--- src/rtl/uart_echo_bridge.sv ---
// UART bridge with RX/TX FIFOs and optional automatic echo of received frames.
// Optional feature macro: UART_PARITY_EN (even parity bit in both directions).
module uart_echo_fifo #(
  parameter int DW = 8,
  parameter int AW = 2
) (
  input  logic          clk,
  input  logic          rst,
  input  logic          push,
  input  logic          pop,
  input  logic [DW-1:0] w_data,
  output logic [DW-1:0] r_data,
  output logic          empty,
  output logic          full
);
  localparam int DEPTH = 2 ** AW;

  logic [DW-1:0] mem [DEPTH];
  logic [AW:0]   wp;
  logic [AW:0]   rp;
  logic          do_pop;
  logic          do_push;

  assign empty   = (wp == rp);
  assign full    = (wp[AW] != rp[AW]) && (wp[AW-1:0] == rp[AW-1:0]);
  assign do_pop  = pop && !empty;
  // A push on full is still taken when the head leaves in the same cycle.
  assign do_push = push && (!full || do_pop);
  assign r_data  = mem[rp[AW-1:0]];

  always_ff @(posedge clk or negedge rst) begin
    if (!rst) begin
      wp <= '0;
      rp <= '0;
      for (int i = 0; i < DEPTH; i++) mem[i] <= '0;
    end else begin
      if (do_push) begin
        mem[wp[AW-1:0]] <= w_data;
        wp              <= wp + 1'b1;
      end
      if (do_pop) rp <= rp + 1'b1;
    end
  end
endmodule

module uart_echo_bridge #(
  parameter int CLK_FREQ = 50000000,
  parameter int BAUD     = 19200,
  parameter int DBIT     = 8,
  parameter int FIFO_AW  = 2
) (
  input  logic            clk,
  input  logic            rst,
  input  logic            rx,
  output logic            tx,
  input  logic            echo_en,
  input  logic            wr,
  input  logic [DBIT-1:0] w_data,
  input  logic            rd,
  output logic [DBIT-1:0] r_data,
  output logic            rx_empty,
  output logic            tx_full,
  output logic            rx_ovf,
  output logic            perr
);
  localparam int DIV = CLK_FREQ / (16 * BAUD);
  localparam int CW  = (DIV > 1) ? $clog2(DIV) : 1;

  typedef enum logic [2:0] {
    S_IDLE,
    S_START,
    S_DATA,
`ifdef UART_PARITY_EN
    S_PAR,
`endif
    S_STOP
  } state_t;

  logic [CW-1:0]   cnt;
  logic            tick;
  state_t          rx_state;
  logic [3:0]      rx_s;
  logic [2:0]      rx_n;
  logic [DBIT-1:0] rx_b;
  logic            rx_done;
  logic            rx_full;
  state_t          tx_state;
  logic [3:0]      tx_s;
  logic [2:0]      tx_n;
  logic [DBIT-1:0] tx_b;
  logic            tx_empty;
  logic            tx_pop;
  logic [DBIT-1:0] tx_head;
  logic            echo_push;
  logic            txf_push;
  logic [DBIT-1:0] txf_data;

  // Oversample tick generator, one pulse per DIV clocks.
  always_ff @(posedge clk or negedge rst) begin
    if (!rst) begin
      cnt  <= '0;
      tick <= 1'b0;
    end else if (cnt == CW'(DIV - 1)) begin
      cnt  <= '0;
      tick <= 1'b1;
    end else begin
      cnt  <= cnt + 1'b1;
      tick <= 1'b0;
    end
  end

  assign rx_done = (rx_state == S_STOP) && tick && (rx_s == 4'd15) && rx;

  // Receiver: mid-bit sampling, start glitch rejection, framing check.
  always_ff @(posedge clk or negedge rst) begin
    if (!rst) begin
      rx_state <= S_IDLE;
      rx_s     <= 4'd0;
      rx_n     <= 3'd0;
      rx_b     <= '0;
    end else begin
      case (rx_state)
        S_IDLE: begin
          if (!rx) begin
            rx_state <= S_START;
            rx_s     <= 4'd0;
          end
        end
        S_START: begin
          if (tick) begin
            if (rx_s == 4'd7) begin
              rx_s     <= 4'd0;
              rx_n     <= 3'd0;
              rx_state <= rx ? S_IDLE : S_DATA;
            end else begin
              rx_s <= rx_s + 4'd1;
            end
          end
        end
        S_DATA: begin
          if (tick) begin
            if (rx_s == 4'd15) begin
              rx_s <= 4'd0;
              rx_b <= {rx, rx_b[DBIT-1:1]};
              if (rx_n == 3'(DBIT - 1)) begin
`ifdef UART_PARITY_EN
                rx_state <= S_PAR;
`else
                rx_state <= S_STOP;
`endif
              end else begin
                rx_n <= rx_n + 3'd1;
              end
            end else begin
              rx_s <= rx_s + 4'd1;
            end
          end
        end
`ifdef UART_PARITY_EN
        S_PAR: begin
          if (tick) begin
            if (rx_s == 4'd15) begin
              rx_s     <= 4'd0;
              rx_state <= S_STOP;
            end else begin
              rx_s <= rx_s + 4'd1;
            end
          end
        end
`endif
        S_STOP: begin
          if (tick) begin
            if (rx_s == 4'd15) rx_state <= S_IDLE;
            else               rx_s     <= rx_s + 4'd1;
          end
        end
        default: rx_state <= S_IDLE;
      endcase
    end
  end

`ifdef UART_PARITY_EN
  logic perr_q;

  // Sticky parity error; the frame itself is still delivered.
  always_ff @(posedge clk or negedge rst) begin
    if (!rst) perr_q <= 1'b0;
    else if (rx_state == S_PAR && tick && rx_s == 4'd15 && (rx != ^rx_b)) perr_q <= 1'b1;
  end

  assign perr = perr_q;
`else
  assign perr = 1'b0;
`endif

  // Sticky overflow: a frame arrived with the RX FIFO full and no host pop.
  always_ff @(posedge clk or negedge rst) begin
    if (!rst) rx_ovf <= 1'b0;
    else if (rx_done && rx_full && !rd) rx_ovf <= 1'b1;
  end

  // Echo wins over a host write in the same cycle.
  assign echo_push = rx_done && echo_en;
  assign txf_push  = echo_push || wr;
  assign txf_data  = echo_push ? rx_b : w_data;
  assign tx_pop    = (tx_state == S_IDLE) && !tx_empty;

  uart_echo_fifo #(.DW(DBIT), .AW(FIFO_AW)) u_rx_fifo (
    .clk(clk), .rst(rst), .push(rx_done), .pop(rd), .w_data(rx_b),
    .r_data(r_data), .empty(rx_empty), .full(rx_full)
  );

  uart_echo_fifo #(.DW(DBIT), .AW(FIFO_AW)) u_tx_fifo (
    .clk(clk), .rst(rst), .push(txf_push), .pop(tx_pop), .w_data(txf_data),
    .r_data(tx_head), .empty(tx_empty), .full(tx_full)
  );

`ifdef UART_PARITY_EN
  logic tx_par;
`endif

  // Transmitter: tx is registered and changes only on bit boundaries.
  always_ff @(posedge clk or negedge rst) begin
    if (!rst) begin
      tx_state <= S_IDLE;
      tx_s     <= 4'd0;
      tx_n     <= 3'd0;
      tx_b     <= '0;
      tx       <= 1'b1;
`ifdef UART_PARITY_EN
      tx_par   <= 1'b0;
`endif
    end else begin
      case (tx_state)
        S_IDLE: begin
          tx <= 1'b1;
          if (!tx_empty) begin
            tx_state <= S_START;
            tx_b     <= tx_head;
            tx_s     <= 4'd0;
            tx       <= 1'b0;
`ifdef UART_PARITY_EN
            tx_par   <= ^tx_head;
`endif
          end
        end
        S_START: begin
          if (tick) begin
            if (tx_s == 4'd15) begin
              tx_s     <= 4'd0;
              tx_n     <= 3'd0;
              tx_state <= S_DATA;
              tx       <= tx_b[0];
            end else begin
              tx_s <= tx_s + 4'd1;
            end
          end
        end
        S_DATA: begin
          if (tick) begin
            if (tx_s == 4'd15) begin
              tx_s <= 4'd0;
              tx_b <= {1'b0, tx_b[DBIT-1:1]};
              if (tx_n == 3'(DBIT - 1)) begin
`ifdef UART_PARITY_EN
                tx_state <= S_PAR;
                tx       <= tx_par;
`else
                tx_state <= S_STOP;
                tx       <= 1'b1;
`endif
              end else begin
                tx_n <= tx_n + 3'd1;
                tx   <= tx_b[1];
              end
            end else begin
              tx_s <= tx_s + 4'd1;
            end
          end
        end
`ifdef UART_PARITY_EN
        S_PAR: begin
          if (tick) begin
            if (tx_s == 4'd15) begin
              tx_s     <= 4'd0;
              tx_state <= S_STOP;
              tx       <= 1'b1;
            end else begin
              tx_s <= tx_s + 4'd1;
            end
          end
        end
`endif
        S_STOP: begin
          if (tick) begin
            if (tx_s == 4'd15) tx_state <= S_IDLE;
            else               tx_s     <= tx_s + 4'd1;
          end
        end
        default: begin
          tx_state <= S_IDLE;
          tx       <= 1'b1;
        end
      endcase
    end
  end
endmodule

--- config.mk ---
export PLATFORM = sky130hd
export DESIGN_NAME = uart_echo_bridge
export DESIGN_NICKNAME = d
export VERILOG_FILES = /design/src/rtl/uart_echo_bridge.sv
export SDC_FILE = /design/constraint.sdc
export NUM_CORES = 1
export LEC_CHECK = 0
export ABC_AREA = 1
export CORE_ASPECT_RATIO = 0.5
export CORE_MARGIN = 4
export CORE_UTILIZATION = 50
export CTS_CLUSTER_DIAMETER = 60
export DETAILED_ROUTE_END_ITERATION = 10
export PLACE_DENSITY = 0.65
export SYNTH_ARGS = -nofsm -noshare
export SYNTH_HDL_FRONTEND = slang
export SYNTH_SLANG_ARGS = --single-unit
--- constraint.sdc ---
create_clock -name clk -period 2.1 [get_ports clk]
set_clock_uncertainty 0.1 [all_clocks]
set_input_delay 0.42 -clock clk [delete_from_list [all_inputs] [get_ports clk]]
set_output_delay 0.42 -clock clk [all_outputs]
set_load 0.05 [all_outputs]
# [Yosys cells after proc, flatten, opt, wreduce, memory -nomap -nowiden]
# Index checks and enable logic that the tools add are counted.
[totals] reg_bits=123 latch_bits=0 ramBits=0 romBits=0 out_inout_bits=13 wordCells=192 n_memories=0
[classes] n_addsub=9 mul=0 n_div=0 magnitude_cmp=6 n_eq_ne=39 shifts=0 mux=69 bitwise=5 reduce_logical=40
[ops] op="$mux 8" n=11
[ops] op="$mux 3" n=24
[ops] op="$bwmux 32" n=2
[ops] op="$mux 4" n=12
[ops] op="$ne 2x2->1 const B" n=19
[ops] op="$bmux 8 s2" n=2
[ops] op="$demux 8 s2" n=2
[ops] op="$pmux 3 s4" n=2
[ops] op="$add 3x1->3 const B" n=6
[ops] op="$reduce_and 6->1" n=3
[ops] op="$pmux 4 s4" n=1
[ops] op="$pmux 8 s2" n=1
[ops] op="$reduce_and 8->1" n=2
[ops] op="$logic_and 1x1->1" n=15
[ops] op="$eq 3x2->1 const B" n=4
[ops] op="$ge 3x3->1 const B" n=4
[ops] op="$not 2->3" n=4
[ops] op="$pmux 3 s2" n=2
[ops] op="$pmux 4 s3" n=1
[ops] op="$reduce_and 5->1" n=2
[ops] op="$add 4x1->4 const B" n=2
[ops] op="$add 8x1->8 const B" n=1
[ops] op="$eq 4x4->1 const B" n=2
[ops] op="$eq 8x8->1 const B" n=1
[ops] op="other kinds (21)" n=43

# [Depth between registers and ports, before layout]
# Gate-level depths: netlist of run 1.
[logic_depth] ltp_word=7 depth_mapped=10 mapped_depth_nobuf=10

# [By module]
# From an unflattened synthesis of run 1, not the netlist that was laid out.
[unflattened] cells_unflattened=798 hier_area_um2=6592.6
[modules_own_cells] mod="uart_echo_fifo" n_inst=2 cells_per_inst=237 area_each_um2=1973.1 seq_area_each_um2=950.9
[modules_own_cells] mod="uart_echo_bridge" n_inst=1 cells_per_inst=324 area_each_um2=2646.3 seq_area_each_um2=1127.3

# [Worst setup path after synthesis of run 1]
# Ideal clock, no wire load.
[synth_path] path_kind="flip-flop to output port" start="register u_rx_fifo.rp[0]" end="output r_data[7]" arrival_ns=1.722 required_time_ns=1.580 slack_ns=-0.142 path_stages_with_launch=6 cell_sequence="dfrtp_1 buf_6 clkinv_2 clkbuf_1 o21ai_0 o22ai_1"
[synth_via] elab_chain_cells=4
[synth_rtl] element="start: declaration" line_no="20" source="logic [AW:0] rp;"
[synth_rtl] element="start signal: assignment" line_no="41" source="if (do_pop) rp <= rp + 1'b1;"
[synth_rtl] element="$not 2->3 (not written as such)" line_no="29" source="assign r_data = mem[rp[AW-1:0]];"
[synth_rtl] element="$bmux 8 s2" line_no="29"
[synth_rtl] element="$mux 8 (not written as such) (2 in series)" line_no="29"
[synth_rtl] element="end: declaration" line_no="60" source="output logic [DBIT-1:0] r_data,"
# No other way between the ends. The select of a mux whose other input is x is not followed.

# [Worst setup path in the final report of run 1]
[layout_path] start="register u_rx_fifo.rp[0]" end="output r_data[2]"
# Same word-level chain as after synthesis.

==> impl_metrics.json, run 1 <==
{
  "drive_gt1_share_pct": 14.5,
  "path_cells": "clkinv_4 -> buf_4 -> nor2_1 -> o22ai_2 -> buf_6",
  "ys_seq_elements": 121,
  "finalInstanceArea_mm2": 0.00777,
  "cp_top_family": "flip-flops",
  "yosys-top-cells-area": "dfrtp_1, nand2_1, ha_1, o21ai_0, nand3_1",
  "grt_pass1_vias": 5257,
  "grt_pass1_wl_mm": 25.6,
  "numCtsBuffers": 17,
  "drv_cap": 0,
  "drc": 0,
  "min_period_ns": 2.04,
  "rsz0062_at_grt": "yes",
  "status": "completed",
  "cts_tree": "built",
  "crit_buf_inv": 3,
  "antenna_found_initial": 0,
  "required_ns": 1.58,
  "clk_path_buf_depth": 2,
  "synth_flop_cell": "dfrtp_1",
  "initial_utilization_pct": 52.6,
  "dp_cells": 987,
  "p_per_area_mw_per_mm2": 974,
  "cpMaxStageDelayCell": "dfrtp_2",
  "critPathLaunchType": "register",
  "n_antenna_cell": 0,
  "reg2regPathDepth": 8,
  "post-dp-hpwl_mm": 9.94,
  "hold_class": "reg -> reg",
  "wl_mm": 14.7,
  "worst-path-max-fanout": 8,
  "place_area_mm2": 0.00695,
  "synth_cell_type_count": 39,
  "syn_avg_cell_area_um2": 8.03,
  "final_nets": 895,
  "post-route-period-util_pct": 97.3,
  "leakagePower_nw": 4.00,
  "dieArea_mm2": 0.0148,
  "worstSkewPairLatency_ns": 0.42,
  "via_per_inst": 5.20,
  "worstHoldStart": "u_rx_fifo.mem[17]",
  "synth_cells": 796,
  "track_usage_pct": 21.4,
  "synthArstFlopShare_pct": 100,
  "fin_hold_ws_ns": 0.365,
  "slew_viol_final": 0,
  "fin_cells": 1032,
  "peakVddDrop_uv": 516,
  "die_h_um": 87.9,
  "io-pin-count": 27,
  "yosys_warnings": 0,
  "end_kind": "output pin",
  "core_mm2": 0.0122,
  "area_growth_pct": 21.6,
  "synth-seq-area-share_pct": 47.4,
  "synth_top_family_by_area": "simple AND/OR/NAND/NOR gates",
  "slew_headroom_pct": 63.8,
  "finalHoldViolCount": 0,
  "synth-simple-area-share_pct": 31.7,
  "synth_top_area_share_pct": 47.0,
  "r2r_slack_ns": 0.14,
  "syn_area_mm2": 0.00639,
  "drt_iter0_drc": 454,
  "fin_util_pct": 63.9,
  "path_class": "reg -> out",
  "port_buffers": 25,
  "chipWidth_um": 168,
  "synth_edf_count": 0,
  "worst_pin_slew_ns": 0.537,
  "fmax_ghz": 0.490,
  "htreeDepth": 4,
  "synth_xor_area_share_pct": 2.17,
  "gr-total-overflow": 0,
  "clock-sinks": 121,
  "cts-root-buf": "clkbuf_16",
  "power_mw": 7.57,
  "rows": 28,
  "synth_nets": 837,
  "arrival_ns": 1.52,
  "ant_nets": 0,
  "wl_per_cell_um": 14.3,
  "gp_congestion": 0.803,
  "setup_viol_count_final": 0,
  "rr_endpoint": "u_rx_fifo.mem[5]",
  "worst_hold_path.num_cells": 2,
  "synth_top_cell_by_area": "dfrtp_1",
  "grt_max_degree": 67,
  "max_stage_delay_ns": 0.47,
  "rr_startpoint": "rx_s[0]",
  "clk_pin_slew_worst_paths_ns": 0.06,
  "synth_compound_area_share_pct": 7.05,
  "whs_endpoint": "u_rx_fifo.mem[17]",
  "synthAdderAreaFrac_pct": 5.29,
  "num_vias": 5367,
  "first_pass_iters": 8,
  "synthMuxAreaShare_pct": 0
}
-- layout make-up --
| type | instances | area, um2 |
|---|---|---|
| repair buffers | 63 | 603 |
| clock inverters | 11 | 169 |
| fillers | 1015 | 4390 |
| multi-input cells | 590 | 3060 |
| flip-flops and latches | 121 | 3030 |
| repair inverters | 1 | 5.00 |
| well taps | 165 | 206 |
| inverters | 60 | 233 |
| clock buffers | 21 | 460 |
-- synth_stat cells (2+ instances only) --
| cell | count |
|---|---|
| a21oi_1 | 10 |
| buf_2 | 8 |
| buf_6 | 9 |
| clkbuf_1 | 6 |
| clkinv_1 | 2 |
| dfrtp_1 | 120 |
| ha_1 | 27 |
| inv_1 | 56 |
| nand2_1 | 310 |
| nand2_2 | 2 |
| nand2_4 | 2 |
| nand3_1 | 56 |
| nand4_1 | 34 |
| nand4_4 | 2 |
| nor2_1 | 44 |
| nor2_4 | 6 |
| o21ai_0 | 57 |
| o21ai_1 | 4 |
| o22ai_1 | 9 |
| xnor2_1 | 6 |
| xor2_1 | 8 |
-- cell usage in the layout (no fill, tap or decap), types with 5 or more instances in the layout --
cell             instances
xnor2_1                  6
o21ai_0                 43
inv_1                   52
buf_6                    9
clkbuf_16               17
a21oi_1                 10
nand4_1                 34
nor2_1                  39
nor2_4                   7
nand3_1                 55
o21ai_1                 18
ha_1                    27
nand2_1                307
buf_12                   5
clkdlybuf4s50_1         12
buf_4                   35
o22ai_2                  8
dfrtp_1                117
xor2_1                   8
-- metrics by stage --
step | setup TNS, ns | worst slack [ns]
finish | 0 | 0.0577
global route | -0.0859 | -0.0254
CTS | 0 | 0.00495
detailed placement | -1.56 | -0.0733
global placement | -0.626 | -0.0434
floorplan | 0 | 0.0767
-- routing by layer --
metal | wire length [um] | up-vias | global-route usage (%)
met5 | 0 | - | 0
met4 | 91 | 0 | 5.08
met3 | 711 | 9 | 4.96
met2 | 6590 | 132 | 33.7
met1 | 7320 | 2529 | 30.5
li1 | - | 2697 | -
-- worst max path at each step --
stage                                from                end  cells past startpoint
final                     u_rx_fifo.rp[0]          r_data[2]                      5
after global routing      u_rx_fifo.rp[0]          r_data[6]                      4
after CTS                 u_rx_fifo.rp[0]          r_data[0]                      4
after detailed placement               rx   u_tx_fifo.mem[7]                      9
after global placement                 rx  u_tx_fifo.mem[28]                      9
after floorplan           u_tx_fifo.rp[1]            tx_full                      4
-- where the power goes --
group	switching (mW)	leakage (nW)	total, mW	internal (mW)
combinational	0.928	2.10	1.52	0.591
clock	1.09	0.296	3.13	2.05
sequential	0.239	1.60	2.92	2.68
total	2.25	4.00	7.57	5.32
-- state kept, by name, summed over array words and instances, names as in the netlist, 2 cells and up --
name and count:
tx_b 8, cnt 8, tx_state 2, rx_b 8
u_rx_fifo.wp 3, rx_s 4, u_tx_fifo.wp 3, tx_n 3
rx_n 3, rx_state 2, u_tx_fifo.mem 32, u_rx_fifo.rp 3
tx_s 4, u_tx_fifo.rp 3, u_rx_fifo.mem 32
-- kinds of logic (layout without fill, tap and decap cells) --
group / after synthesis / in the layout
buffers and inverters: 85 / 156
XOR/XNOR: 15 / 15
AO/OA/AOI/OAI: 85 / 85
other: 1 / 1
adder cells (fa/ha/maj): 27 / 27
AND/OR/NAND/NOR: 462 / 462
flip-flops: 121 / 121
-- repair_timing --
item                                   in CTS  in global routing
pin swaps                                   2                  1
endpoints found under the hold margin     120                  0
buffers inserted                            8                  3
setup endpoints to repair                  11                 13
gates cloned                                0                  1
hold buffers                                1                  0
gates resized for setup                    20                 25
-- worst reg2reg max path, stage by stage, from the launching register on --
cell and delay [ns]:
dfrtp_1 0.39, ha_1 0.23, nand2_2 0.09, nor2_4 0.13
nand2_1 0.13, nor2_4 0.22, nand3_1 0.33, nand2_1 0.17
nand2_1 0.07
Power figures use the tool's default switching activity.
==> run 2: changes to the inputs <==
--- a/config.mk
+++ b/config.mk
@@ -6,11 +6,13 @@
 export NUM_CORES = 1
 export LEC_CHECK = 0
 export ABC_AREA = 1
+export CAP_MARGIN = 10
 export CORE_ASPECT_RATIO = 0.5
 export CORE_MARGIN = 4
 export CORE_UTILIZATION = 50
 export CTS_CLUSTER_DIAMETER = 60
 export DETAILED_ROUTE_END_ITERATION = 10
+export HOLD_SLACK_MARGIN = 0.12
 export PLACE_DENSITY = 0.65
 export SYNTH_ARGS = -nofsm -noshare
 export SYNTH_HDL_FRONTEND = slang
==> results of run 2 <==
Final layout, timing and power as in run 1 (identical DEF).
